File: src/rtl/olivia_ctrl_pkg.sv
// Shared encodings for the multicycle LEGv8 sequencer: states, instruction
// classes, opcode constants and the alu_op / pc_src select codes.
package olivia_ctrl_pkg;

  typedef enum logic [2:0] {
    ST_FETCH     = 3'd0,
    ST_DECODE    = 3'd1,
    ST_EXECUTE   = 3'd2,
    ST_MEM       = 3'd3,
    ST_WRITEBACK = 3'd4,
    ST_HALT      = 3'd5
  } state_t;

  typedef enum logic [2:0] {
    CL_NONE    = 3'd0,
    CL_RTYPE   = 3'd1,
    CL_LOAD    = 3'd2,
    CL_STORE   = 3'd3,
    CL_CBZ     = 3'd4,
    CL_B       = 3'd5,
    CL_ILLEGAL = 3'd6
  } class_t;

  localparam logic [10:0] OP_ADD  = 11'h458;
  localparam logic [10:0] OP_SUB  = 11'h658;
  localparam logic [10:0] OP_AND  = 11'h450;
  localparam logic [10:0] OP_ORR  = 11'h550;
  localparam logic [10:0] OP_LDUR = 11'h7C2;
  localparam logic [10:0] OP_STUR = 11'h7C0;

  // CBZ and B are matched on a prefix only; the low bits carry offset bits.
  localparam logic [7:0] OP_CBZ_PREFIX = 8'hB4;
  localparam logic [5:0] OP_B_PREFIX   = 6'h05;

  localparam int NUM_RTYPE = 4;
  localparam logic [NUM_RTYPE*11-1:0] RTYPE_OPS = {OP_ORR, OP_AND, OP_SUB, OP_ADD};

  localparam logic [1:0] ALU_ADD    = 2'b00;
  localparam logic [1:0] ALU_PASS_B = 2'b01;
  localparam logic [1:0] ALU_FUNCT  = 2'b10;

  localparam logic [1:0] PC_SEQ     = 2'b00;
  localparam logic [1:0] PC_BRANCH  = 2'b01;
  localparam logic [1:0] PC_UNCOND  = 2'b10;

  function automatic logic is_mem_class(input class_t c);
    return (c == CL_LOAD) || (c == CL_STORE);
  endfunction

endpackage

File: src/rtl/olivia_opcode_decoder.sv
// Combinational classifier: 11-bit LEGv8 opcode field -> instruction class.
module olivia_opcode_decoder
  import olivia_ctrl_pkg::*;
(
  input  logic [10:0] opcode,
  output class_t      op_class
);

  logic [NUM_RTYPE-1:0] rtype_hit;

  genvar gi;
  generate
    for (gi = 0; gi < NUM_RTYPE; gi++) begin : g_rtype
      assign rtype_hit[gi] = (opcode == RTYPE_OPS[gi*11 +: 11]);
    end
  endgenerate

  always_comb begin
    op_class = CL_ILLEGAL;
    if (|rtype_hit) begin
      op_class = CL_RTYPE;
    end else if (opcode == OP_LDUR) begin
      op_class = CL_LOAD;
    end else if (opcode == OP_STUR) begin
      op_class = CL_STORE;
    end else if (opcode[10:3] == OP_CBZ_PREFIX) begin
      op_class = CL_CBZ;
    end else if (opcode[10:5] == OP_B_PREFIX) begin
      op_class = CL_B;
    end
  end

endmodule

File: src/rtl/multicycle_sequencer.sv
// Multicycle control FSM for the LEGv8 datapath with req/ready memory
// handshakes, a bounded wait timer and sticky illegal / bus-error flags.
module multicycle_sequencer
  import olivia_ctrl_pkg::*;
#(
  parameter int unsigned MAX_WAIT = 15
)
(
  input  logic        clk,
  input  logic        rst,
  input  logic [10:0] opcode,
  input  logic        alu_zero,
  input  logic        imem_ready,
  input  logic        dmem_ready,
  output logic        imem_req,
  output logic        ir_write,
  output logic        pc_write,
  output logic [1:0]  pc_src,
  output logic        reg2loc,
  output logic        reg_write,
  output logic        alu_src,
  output logic [1:0]  alu_op,
  output logic        mem_read,
  output logic        mem_write,
  output logic        mem_to_reg,
  output logic        instr_done,
  output logic        illegal,
  output logic        bus_err,
  output logic [2:0]  state
);

  state_t     state_reg, state_next;
  class_t     class_reg, dec_class, cur_class;
  logic [7:0] wait_cnt_reg, wait_cnt_next;
  logic       illegal_reg, bus_err_reg;
  logic       set_illegal, set_bus_err;
  logic       wait_expired;

  logic       imem_req_raw, ir_write_raw, pc_write_raw, reg2loc_raw;
  logic       reg_write_raw, alu_src_raw, mem_read_raw, mem_write_raw;
  logic       mem_to_reg_raw, instr_done_raw;
  logic [1:0] pc_src_raw, alu_op_raw;

  olivia_opcode_decoder u_decoder (
    .opcode   (opcode),
    .op_class (dec_class)
  );

  // In DECODE the class register is still being loaded, so use the live decode.
  assign cur_class    = (state_reg == ST_DECODE) ? dec_class : class_reg;
  assign wait_expired = (wait_cnt_reg == 8'(MAX_WAIT - 1));

  always_ff @(posedge clk) begin
    if (!rst) begin
      state_reg    <= ST_FETCH;
      wait_cnt_reg <= '0;
      class_reg    <= CL_NONE;
      illegal_reg  <= 1'b0;
      bus_err_reg  <= 1'b0;
    end else begin
      state_reg    <= state_next;
      wait_cnt_reg <= wait_cnt_next;
      if (state_reg == ST_DECODE) class_reg <= dec_class;
      if (set_illegal) illegal_reg <= 1'b1;
      if (set_bus_err) bus_err_reg <= 1'b1;
    end
  end

  always_comb begin
    state_next     = state_reg;
    set_illegal    = 1'b0;
    set_bus_err    = 1'b0;
    imem_req_raw   = 1'b0;
    ir_write_raw   = 1'b0;
    pc_write_raw   = 1'b0;
    pc_src_raw     = PC_SEQ;
    reg2loc_raw    = 1'b0;
    reg_write_raw  = 1'b0;
    alu_src_raw    = 1'b0;
    alu_op_raw     = ALU_ADD;
    mem_read_raw   = 1'b0;
    mem_write_raw  = 1'b0;
    mem_to_reg_raw = 1'b0;
    instr_done_raw = 1'b0;

    case (state_reg)
      ST_FETCH: begin
        imem_req_raw = 1'b1;
        if (imem_ready) begin
          ir_write_raw = 1'b1;
          pc_write_raw = 1'b1;
          pc_src_raw   = PC_SEQ;
          state_next   = ST_DECODE;
        end else if (wait_expired) begin
          set_bus_err = 1'b1;
          state_next  = ST_HALT;
        end
      end

      ST_DECODE: begin
        reg2loc_raw = (cur_class == CL_STORE) || (cur_class == CL_CBZ);
        if (cur_class == CL_ILLEGAL) begin
          set_illegal = 1'b1;
          state_next  = ST_HALT;
        end else if (cur_class == CL_B) begin
          pc_write_raw   = 1'b1;
          pc_src_raw     = PC_UNCOND;
          instr_done_raw = 1'b1;
          state_next     = ST_FETCH;
        end else begin
          state_next = ST_EXECUTE;
        end
      end

      ST_EXECUTE: begin
        reg2loc_raw = (cur_class == CL_STORE) || (cur_class == CL_CBZ);
        alu_src_raw = is_mem_class(cur_class);
        case (cur_class)
          CL_RTYPE: begin
            alu_op_raw = ALU_FUNCT;
            state_next = ST_WRITEBACK;
          end
          CL_CBZ: begin
            alu_op_raw     = ALU_PASS_B;
            pc_write_raw   = alu_zero;
            pc_src_raw     = PC_BRANCH;
            instr_done_raw = 1'b1;
            state_next     = ST_FETCH;
          end
          CL_LOAD, CL_STORE: begin
            alu_op_raw = ALU_ADD;
            state_next = ST_MEM;
          end
          default: state_next = ST_HALT;
        endcase
      end

      ST_MEM: begin
        mem_read_raw  = (cur_class == CL_LOAD);
        mem_write_raw = (cur_class == CL_STORE);
        if (dmem_ready) begin
          if (cur_class == CL_LOAD) begin
            state_next = ST_WRITEBACK;
          end else begin
            instr_done_raw = 1'b1;
            state_next     = ST_FETCH;
          end
        end else if (wait_expired) begin
          set_bus_err = 1'b1;
          state_next  = ST_HALT;
        end
      end

      ST_WRITEBACK: begin
        reg_write_raw  = 1'b1;
        mem_to_reg_raw = (cur_class == CL_LOAD);
        instr_done_raw = 1'b1;
        state_next     = ST_FETCH;
      end

      ST_HALT: state_next = ST_HALT;

      // Unused codes fall into HALT rather than wandering.
      default: state_next = ST_HALT;
    endcase

    wait_cnt_next = wait_cnt_reg;
    if (state_next != state_reg) begin
      wait_cnt_next = '0;
    end else if ((state_reg == ST_FETCH) || (state_reg == ST_MEM)) begin
      wait_cnt_next = wait_cnt_reg + 8'd1;
    end
  end

  // Every output is held low while reset is asserted, including mid-instruction.
  assign imem_req   = rst & imem_req_raw;
  assign ir_write   = rst & ir_write_raw;
  assign pc_write   = rst & pc_write_raw;
  assign pc_src     = rst ? pc_src_raw : 2'b00;
  assign reg2loc    = rst & reg2loc_raw;
  assign reg_write  = rst & reg_write_raw;
  assign alu_src    = rst & alu_src_raw;
  assign alu_op     = rst ? alu_op_raw : 2'b00;
  assign mem_read   = rst & mem_read_raw;
  assign mem_write  = rst & mem_write_raw;
  assign mem_to_reg = rst & mem_to_reg_raw;
  assign instr_done = rst & instr_done_raw;
  assign illegal    = rst & illegal_reg;
  assign bus_err    = rst & bus_err_reg;
  assign state      = rst ? state_reg : 3'd0;

endmodule

File: config.mk
export PLATFORM = sky130hd
export DESIGN_NAME = multicycle_sequencer
export DESIGN_NICKNAME = d
export VERILOG_FILES = /design/src/rtl/olivia_ctrl_pkg.sv /design/src/rtl/olivia_opcode_decoder.sv /design/src/rtl/multicycle_sequencer.sv
export SDC_FILE = /design/constraint.sdc
export NUM_CORES = 1
export LEC_CHECK = 0
export CAP_MARGIN = 20
export CORE_MARGIN = 2
export CORE_UTILIZATION = 53
export CTS_BUF_LIST = sky130_fd_sc_hd__clkbuf_8 sky130_fd_sc_hd__clkbuf_16
export CTS_CLUSTER_DIAMETER = 40
export DETAILED_ROUTE_END_ITERATION = 10
export PLACE_DENSITY = 0.85
export SLEW_MARGIN = 40
export SYNTH_ARGS = -nofsm -noshare
export SYNTH_HDL_FRONTEND = slang
export SYNTH_SLANG_ARGS = --single-unit
File: constraint.sdc
create_clock -name clk -period 6.1 [get_ports clk]
set_clock_uncertainty 0.05 [all_clocks]
set_input_delay 0.915 -clock clk [delete_from_list [all_inputs] [get_ports clk]]
set_output_delay 0.915 -clock clk [all_outputs]
set_load 0.02 [all_outputs]
* Word level (Yosys, flattened, before mapping)
Index checks and enable logic that the tools add are counted.
** Word-level totals
- Register bits after elaboration :: 16
- Latch bits :: 0
- RAM bits :: 0
- Memory bits (read-only) :: 0
- Input bits :: 16
- Memories :: 0
** Operators by class
- Add/sub/neg operators :: 1
- Multiply operators :: 0
- Div/mod/pow operators :: 0
- Order comparisons :: 0
- Eq/ne operators :: 20
- Shift-type cells :: 0
- Mux-type cells :: 46
- Bitwise gates (word level) :: 13
- Reduce and logical (&&, ||, !) cells :: 8
** Operator list (number)
- $eq 11x11->1 const B :: 6
- $mux 3 :: 11
- $mux 1 :: 21
- $pmux 3 s5 :: 1
- $mux 2 :: 7
- $and 1x1->1 :: 12
- $eq 3x2->1 const B :: 4
- $eq 3x3->1 const B :: 4
- $pmux 3 s3 :: 1
- $add 8x1->8 const B :: 1
- $eq 8x4->1 const B :: 1
- $eq 8x8->1 const B :: 1
- $pmux 2 s2 :: 2
- $eq 3x1->1 const B :: 2
- $eq 6x3->1 const B :: 1
- $reduce_or 2->1 :: 3
- $pmux 1 s4 :: 1
- $reduce_or 4->1 :: 1
- $logic_not 3->1 :: 1
- $logic_or 1x1->1 :: 3
- $ne 3x3->1 :: 1
- $pmux 1 s3 :: 1
- $pmux 1 s2 :: 1
- $not 1->1 :: 1

* Depth between registers and ports, before layout
- Depth after elaboration :: 13
- Depth in mapped cells :: 9
- Mapped depth without buffers :: 9

* By module
A second synthesis with hierarchy kept.
** Second synthesis, totals
- Cells, all modules :: 178
- Area total of the unflattened synthesis :: 1367.6 um2
** By module, submodules not included
- multicycle_sequencer :: instances 1, cells an instance 164, area each 1247.4 um2
- olivia_opcode_decoder :: instances 1, cells an instance 14, area each 120.1 um2

* Least setup slack after synthesis
Ideal clock, no wire load.
- Path kind :: input to output
- Start point :: in opcode[0]
- End point :: out pc_write
- Arrival time :: 2.663 ns
- Data required time :: 5.135 ns
- Setup slack :: 2.472 ns
- Cell stages on the path :: 8
- Path buffers :: 1
- Cell sequence :: nor4b_2 nand2_1 o211ai_2 and2_1 buf_2 nor4b_1 a21oi_1 nor3_1
** On the way
- Longest elaborated chain between the ends :: 10
- Elaborated cells on any way between the ends :: 19
- Those cells by class :: eq/ne (9); mux (8); bitwise (1); reduce/logical (1)
** Ends and longest elaborated chain
- start: declaration :: RTL line multicycle_sequencer.sv:11 : input logic [10:0] opcode,
- $eq 11x11->1 :: RTL line olivia_opcode_decoder.sv:24 : end else if (opcode == OP_STUR) begin
- $mux 3 :: RTL line olivia_opcode_decoder.sv:24
- $mux 3 :: RTL line olivia_opcode_decoder.sv:22 : end else if (opcode == OP_LDUR) begin
- $mux 3 * :: RTL line olivia_opcode_decoder.sv:20 : if (|rtype_hit) begin
- $mux 3 *
- $eq 3x3->1 :: RTL line multicycle_sequencer.sv:105 : end else if (cur_class == CL_B) begin
- $mux 1 :: RTL line multicycle_sequencer.sv:105
- $mux 1 :: RTL line multicycle_sequencer.sv:102 : if (cur_class == CL_ILLEGAL) begin
- $pmux 1 s3 * :: RTL line multicycle_sequencer.sv:86 : case (state_reg)
- $and 1x1->1 * :: RTL line multicycle_sequencer.sv:178 : assign pc_write = rst & pc_write_raw;
- end: declaration :: RTL line multicycle_sequencer.sv:17 : output logic pc_write,
Mark *: on every way between the ends. The rest lies on a longest branch, timed or not.

* Final worst setup path
- Start point :: in opcode[0]
- End point :: out instr_done
** On the way
- Longest elaborated chain between the ends :: 10
- Elaborated cells on any way between the ends :: 22
- Those cells by class :: eq/ne (10); mux (10); bitwise (1); reduce/logical (1)
** Ends and longest elaborated chain
- $eq 11x11->1 :: RTL line olivia_opcode_decoder.sv:24
- $mux 3 :: RTL line olivia_opcode_decoder.sv:24
- $mux 3 :: RTL line olivia_opcode_decoder.sv:22
- $mux 3 * :: RTL line olivia_opcode_decoder.sv:20
- $mux 3 *
- $eq 3x2->1 or $eq 3x3->1 (tied branches) :: RTL line multicycle_sequencer.sv:142, multicycle_sequencer.sv:105
- $mux 1 (on tied branches) :: RTL line multicycle_sequencer.sv:142, multicycle_sequencer.sv:105
- $mux 1 (on tied branches) :: RTL line multicycle_sequencer.sv:141, multicycle_sequencer.sv:102
- $pmux 1 s4 * :: RTL line multicycle_sequencer.sv:86
- $and 1x1->1 * :: RTL line multicycle_sequencer.sv:187 : assign instr_done = rst & instr_done_raw;
- end: declaration :: RTL line multicycle_sequencer.sv:26 : output logic instr_done,
Marks and branches as above.

==> flow_summary.json <==
{
  "status": "complete, no violations",
  "grt_max_degree": 18,
  "yosysSeqAreaShare_pct": 23.21,
  "die_x_um": 55.03,
  "detail-route-antenna-nets": 0,
  "ys_seq_elements": 16,
  "syn_area_mm2": 0.001380,
  "cts.sinks": 16,
  "fin_tns_setup_ns": 0,
  "synth_edf_count": 0,
  "p_leak_uw": 0.0006854,
  "r2r_cells": 6,
  "fin_crit_sh_pct": 75.70,
  "synth_ff_type": "dfxtp_1",
  "cts-hold-fix-buffers": 0,
  "wl_um": 3476,
  "clock.fmax_ghz": 0.2166,
  "coreArea_mm2": 0.002477,
  "crit_path_end_kind": "output pin",
  "clkPwrFrac_pct": 27.9,
  "cp-startpoint": "opcode[0]",
  "p_seq_share_pct": 36.6,
  "cp.required_ns": 5.13,
  "row_count": 18,
  "avgSynthCellArea_um2": 7.541,
  "fin_crit_ns": 4.618,
  "yosys_warnings": 0,
  "stdcell_count": 243,
  "port_buffers": 34,
  "cts_tree": "done",
  "syn_inst": 183,
  "gr-total-overflow": 0,
  "drive_gt1_share_pct": 10.33,
  "cts_resized": 0,
  "rsz0062_at_grt": "false",
  "wl_per_cell_um": 14.30,
  "setup-violations-final": 0,
  "swShare_pct": 34.70,
  "die_y_um": 55.03,
  "antenna_cells": 0,
  "drt_drc_violations_left": 0,
  "synth_nets": 201,
  "hold_class": "flip-flop to flip-flop",
  "gp_congestion": 0.9088,
  "root_buffer": "clkbuf_8",
  "max_slew_margin_pct": 55.43,
  "crit_path_end": "instr_done",
  "postCtsSetupBuffers": 0,
  "drtPass1Iterations": 4,
  "vias": 1456,
  "p_per_area_mw_per_mm2": 189.8,
  "worstMarginPinSlew_ns": 0.6676,
  "cts_max_level": 1,
  "peakVddDrop_uv": 226.2,
  "rr_endpoint": "wait_cnt_reg[0]",
  "post-place-cells": 239,
  "cts-buffers-inserted": 3,
  "start_util_pct": 55.71,
  "ioPinCount": 35,
  "maxCapViolCount": 0,
  "worstPathArrival_ns": 3.65,
  "async_flop_share_pct": 0,
  "crit_fanout": 8,
  "combPwrFrac_pct": 35.5,
  "hold_viol_final": 0,
  "clkLatencyLatePin_ns": 0.25,
  "cts.path.max_buffers": 2,
  "drt_iter0_markers": 58,
  "setup.worst_path.start_class": "input port",
  "p_sw_uw": 116.8,
  "layout.nets": 232,
  "grt_usage_pct": 25.45,
  "dieArea_mm2": 0.003028,
  "r2r_slack_ns": 3.26,
  "r2r-start": "state_reg[0]",
  "antenna_found_initial": 0,
  "path_clk_slew_ns": 0.07,
  "vias_per_cell": 5.992,
  "grt_pass1_vias": 1336,
  "areaGrowthSynthToFinish_pct": 28.56,
  "p_int_uw": 219.9,
  "crit_type": "input port to output pin",
  "grt_pass1_wl_um": 5692,
  "netlist-cell-type-count": 56,
  "n_fill_cell": 211,
  "slew_violations": 0,
  "largest_reg_flops": 8,
  "hpwl_um": 2760
}
logic make-up after synthesis:
| logic type | count (synthesis) | synth area share (%) |
|---|---|---|
| and+or+nand+nor | 107 | 43.52 |
| adders and majority gates | 2 | 1.813 |
| xor gates and xnor gates | 8 | 5.077 |
| AOI/OAI and AO/OA | 33 | 20.31 |
| buffers and inverters | 16 | 4.986 |
| muxes | 1 | 1.088 |
| DFF | 16 | 23.21 |
worst max-delay path, stage by stage:
cell and delay, ns:
clkdlybuf4s50_1 0.41, nor4b_2 0.49, nand2_1 0.16, o211ai_2 0.22, and2_1 0.31, nand3b_1 0.11, a211o_1 0.27, a31oi_1 0.14
clkdlybuf4s50_1 0.63
synth_stat cells (all sizes together), types with 3 or more instances:
library cell   n  area share (%)
a31oi          5             2.3
xor2           4             2.5
o21ai          5             1.8
dfxtp         16              23
xnor2          4             2.5
nor2b          6             3.3
inv            7             1.9
or3            3             1.4
a21oi          6             2.2
nor3          16             5.8
o211ai         4             2.9
and2           9             4.1
nand2         19             5.2
nor2          23             6.4
buf            6             2.3
and3           5             2.4
nand3          9             3.6
metal layers:
metal	share of wire, %	track usage [%]
met4	0.86	9.756
met5	0	0
met3	6.8	3.763
met1	43	31.52
met2	49	44.25
how the worst min path moves through the flow:
stage                           start           to  slack (ns)  cells past startpoint
after global placement    illegal_reg  illegal_reg        0.39                      2
final                     bus_err_reg  bus_err_reg        0.43                      2
after CTS                 bus_err_reg  bus_err_reg        0.43                      2
after floorplan           bus_err_reg  bus_err_reg        0.38                      2
after global routing      bus_err_reg  bus_err_reg        0.45                      2
after detailed placement  bus_err_reg  bus_err_reg        0.42                      2
per-stage QoR:
step	setup slack, ns	instance area (um2)	utilization [%]	total power [uW]	hold slack [ns]
2_1_floorplan	2.472	1380	-	208.1	0.3817
3_3_place_gp	1.575	1719	69.39	239.6	0.3946
3_5_place_dp	1.513	1719	69.39	243.6	0.4180
4_1_cts	1.506	1774	71.62	338.3	0.4340
5_1_grt	1.193	1774	71.62	356.0	0.4487
6_report	1.482	1774	71.62	336.7	0.4293
power groups by stage:
stage	Sequential, uW	Clock [uW]	Combinational [uW]
2_1_floorplan	118	0	90.2
3_3_place_gp	125	0	115
3_5_place_dp	125	0	118
4_1_cts	123	96.7	119
5_1_grt	124	99.1	133
6_report	123	94.0	119
area by class of cell:
type	instances	area, um2	share of cell area, %
clock buffer	4	55.05	3.103
inverter	8	30.03	1.693
multi-input combinational	151	991.0	55.85
sequential	16	320.3	18.05
tap	30	37.54	2.116
timing repair buffer	34	340.3	19.18
cell usage in the layout (no fill, tap or decap), drive strengths merged, types with 3 or more instances in the layout:
cell type,instances
dfxtp,16
and3,5
o211ai,4
o21ai,5
and2,9
nor3,16
nand2,19
a31oi,5
or3,3
nor2b,6
xnor2,4
clkbuf,4
xor2,4
inv,7
clkdlybuf4s50,34
a21oi,6
nand3,9
nor2,23
Power figures use the tool's default switching activity.
==> RTL edit, RTL diff (same settings) <==
Set the package constant `NUM_RTYPE` to 5 (it was 4).
--- a/src/rtl/olivia_ctrl_pkg.sv
+++ b/src/rtl/olivia_ctrl_pkg.sv
@@ -34,3 +34,3 @@
 
-  localparam int NUM_RTYPE = 4;
+  localparam int NUM_RTYPE = 5;
   localparam logic [NUM_RTYPE*11-1:0] RTYPE_OPS = {OP_ORR, OP_AND, OP_SUB, OP_ADD};
Formal check against the unedited RTL: not equivalent (Yosys sat finds a counterexample within 4 cycles, from zero or initial values and one cycle with rst low).
==> RTL edit against the original RTL <==
  * Global-route usage down 0.72 points
  * Die area decreased by 5.7%
  * Setup slack improved by 74 ps
  * Sequential cell count stayed put
  * Via count is 8.9% lower
  * Register-to-register slack better by 360 ps
  * Sequential share of layout area grew 0.88 points
  * Routed wire length is 8.1% lower
  * Area after synthesis shrank 6.2%
  * Cell area decreased by 4.7%
Power is not compared: it rests on default switching activity, and its combinational part moved more than twofold at a synthesized area within 25%.
==> RTL edit: results <==
synth:
  synth_common_cells: "22 x nor2_1, 16 x dfxtp_1, 13 x nand2_1"
  synthMuxAreaShare_pct: 0
  synth_compound_area_share_pct: 18.6
  syn_nets: 185
  synth_xor_area_share_pct: 5.41
  ys_seq_area_share_pct: 24.7
  synth-adder-area-share_pct: 1.93
finish:
  inverters: 7
  finish.net_count: 219
  clock_cell_area_share_pct: 3.25
  drive_gt1_share_pct: 11.5
  buf_share_pct: 20.1
  num-fill-cells: 185
  nMultiInputCombCells: 139
detailed_routing:
  dr_wl_met2_microns: 1500
  via_per_inst: 5.82
  wl_met1_microns: 1490
  routed_wl_microns: 3190
  dr_wl_met3_microns: 184
global_routing:
  track_usage_pct: 24.7
  met1_usage_pct: 30.1
  globalRouteMet3Util_pct: 2.26
  use_met2_pct: 45.7
  grt_pass1_vias: 1250
critical_path:
  cpPeakStageDelay_ps: 600
  arrival_ps: 3580
  cp-startpoint: "opcode[10]"
  crit_family: "buffers and inverters"
  rrSetupSlack_ps: 3620
worst_hold_path:
  hp-start: "illegal_reg"
run_status:
  status: "completed"
placement:
  place.gp.congestion: 0.869
  place_hpwl_microns: 2580
floorplan:
  initial_core_util_pct: 57.4
==> RTL edit: changes by cell type in the layout (fill, tap and decap cells not counted), moves of 2 or more <==
cell,delta
nand2_1,-6
nor3_1,-5
and2_1,-3
nand2b_1,+3
o21ai_1,-3
a211o_1,-2
a21boi_1,+2
a21oi_1,+2
a22oi_2,+2
a31oi_1,-2
and4bb_2,+2
o211ai_2,-2
o32ai_1,-2
==> RTL edit: metrics by stage <==
| stage | util [%] | setup slack [ps] | std cells | instance area, sq um |
|---|---|---|---|---|
| 2_1_floorplan | - | 2670 | 167 | 1290 |
| 3_3_place_gp | 72.6 | 1650 | 224 | 1640 |
| 3_5_place_dp | 72.6 | 1620 | 224 | 1640 |
| 4_1_cts | 75.0 | 1600 | 228 | 1690 |
| 5_1_grt | 75.0 | 1430 | 228 | 1690 |
| 6_report | 75.0 | 1560 | 228 | 1690 |
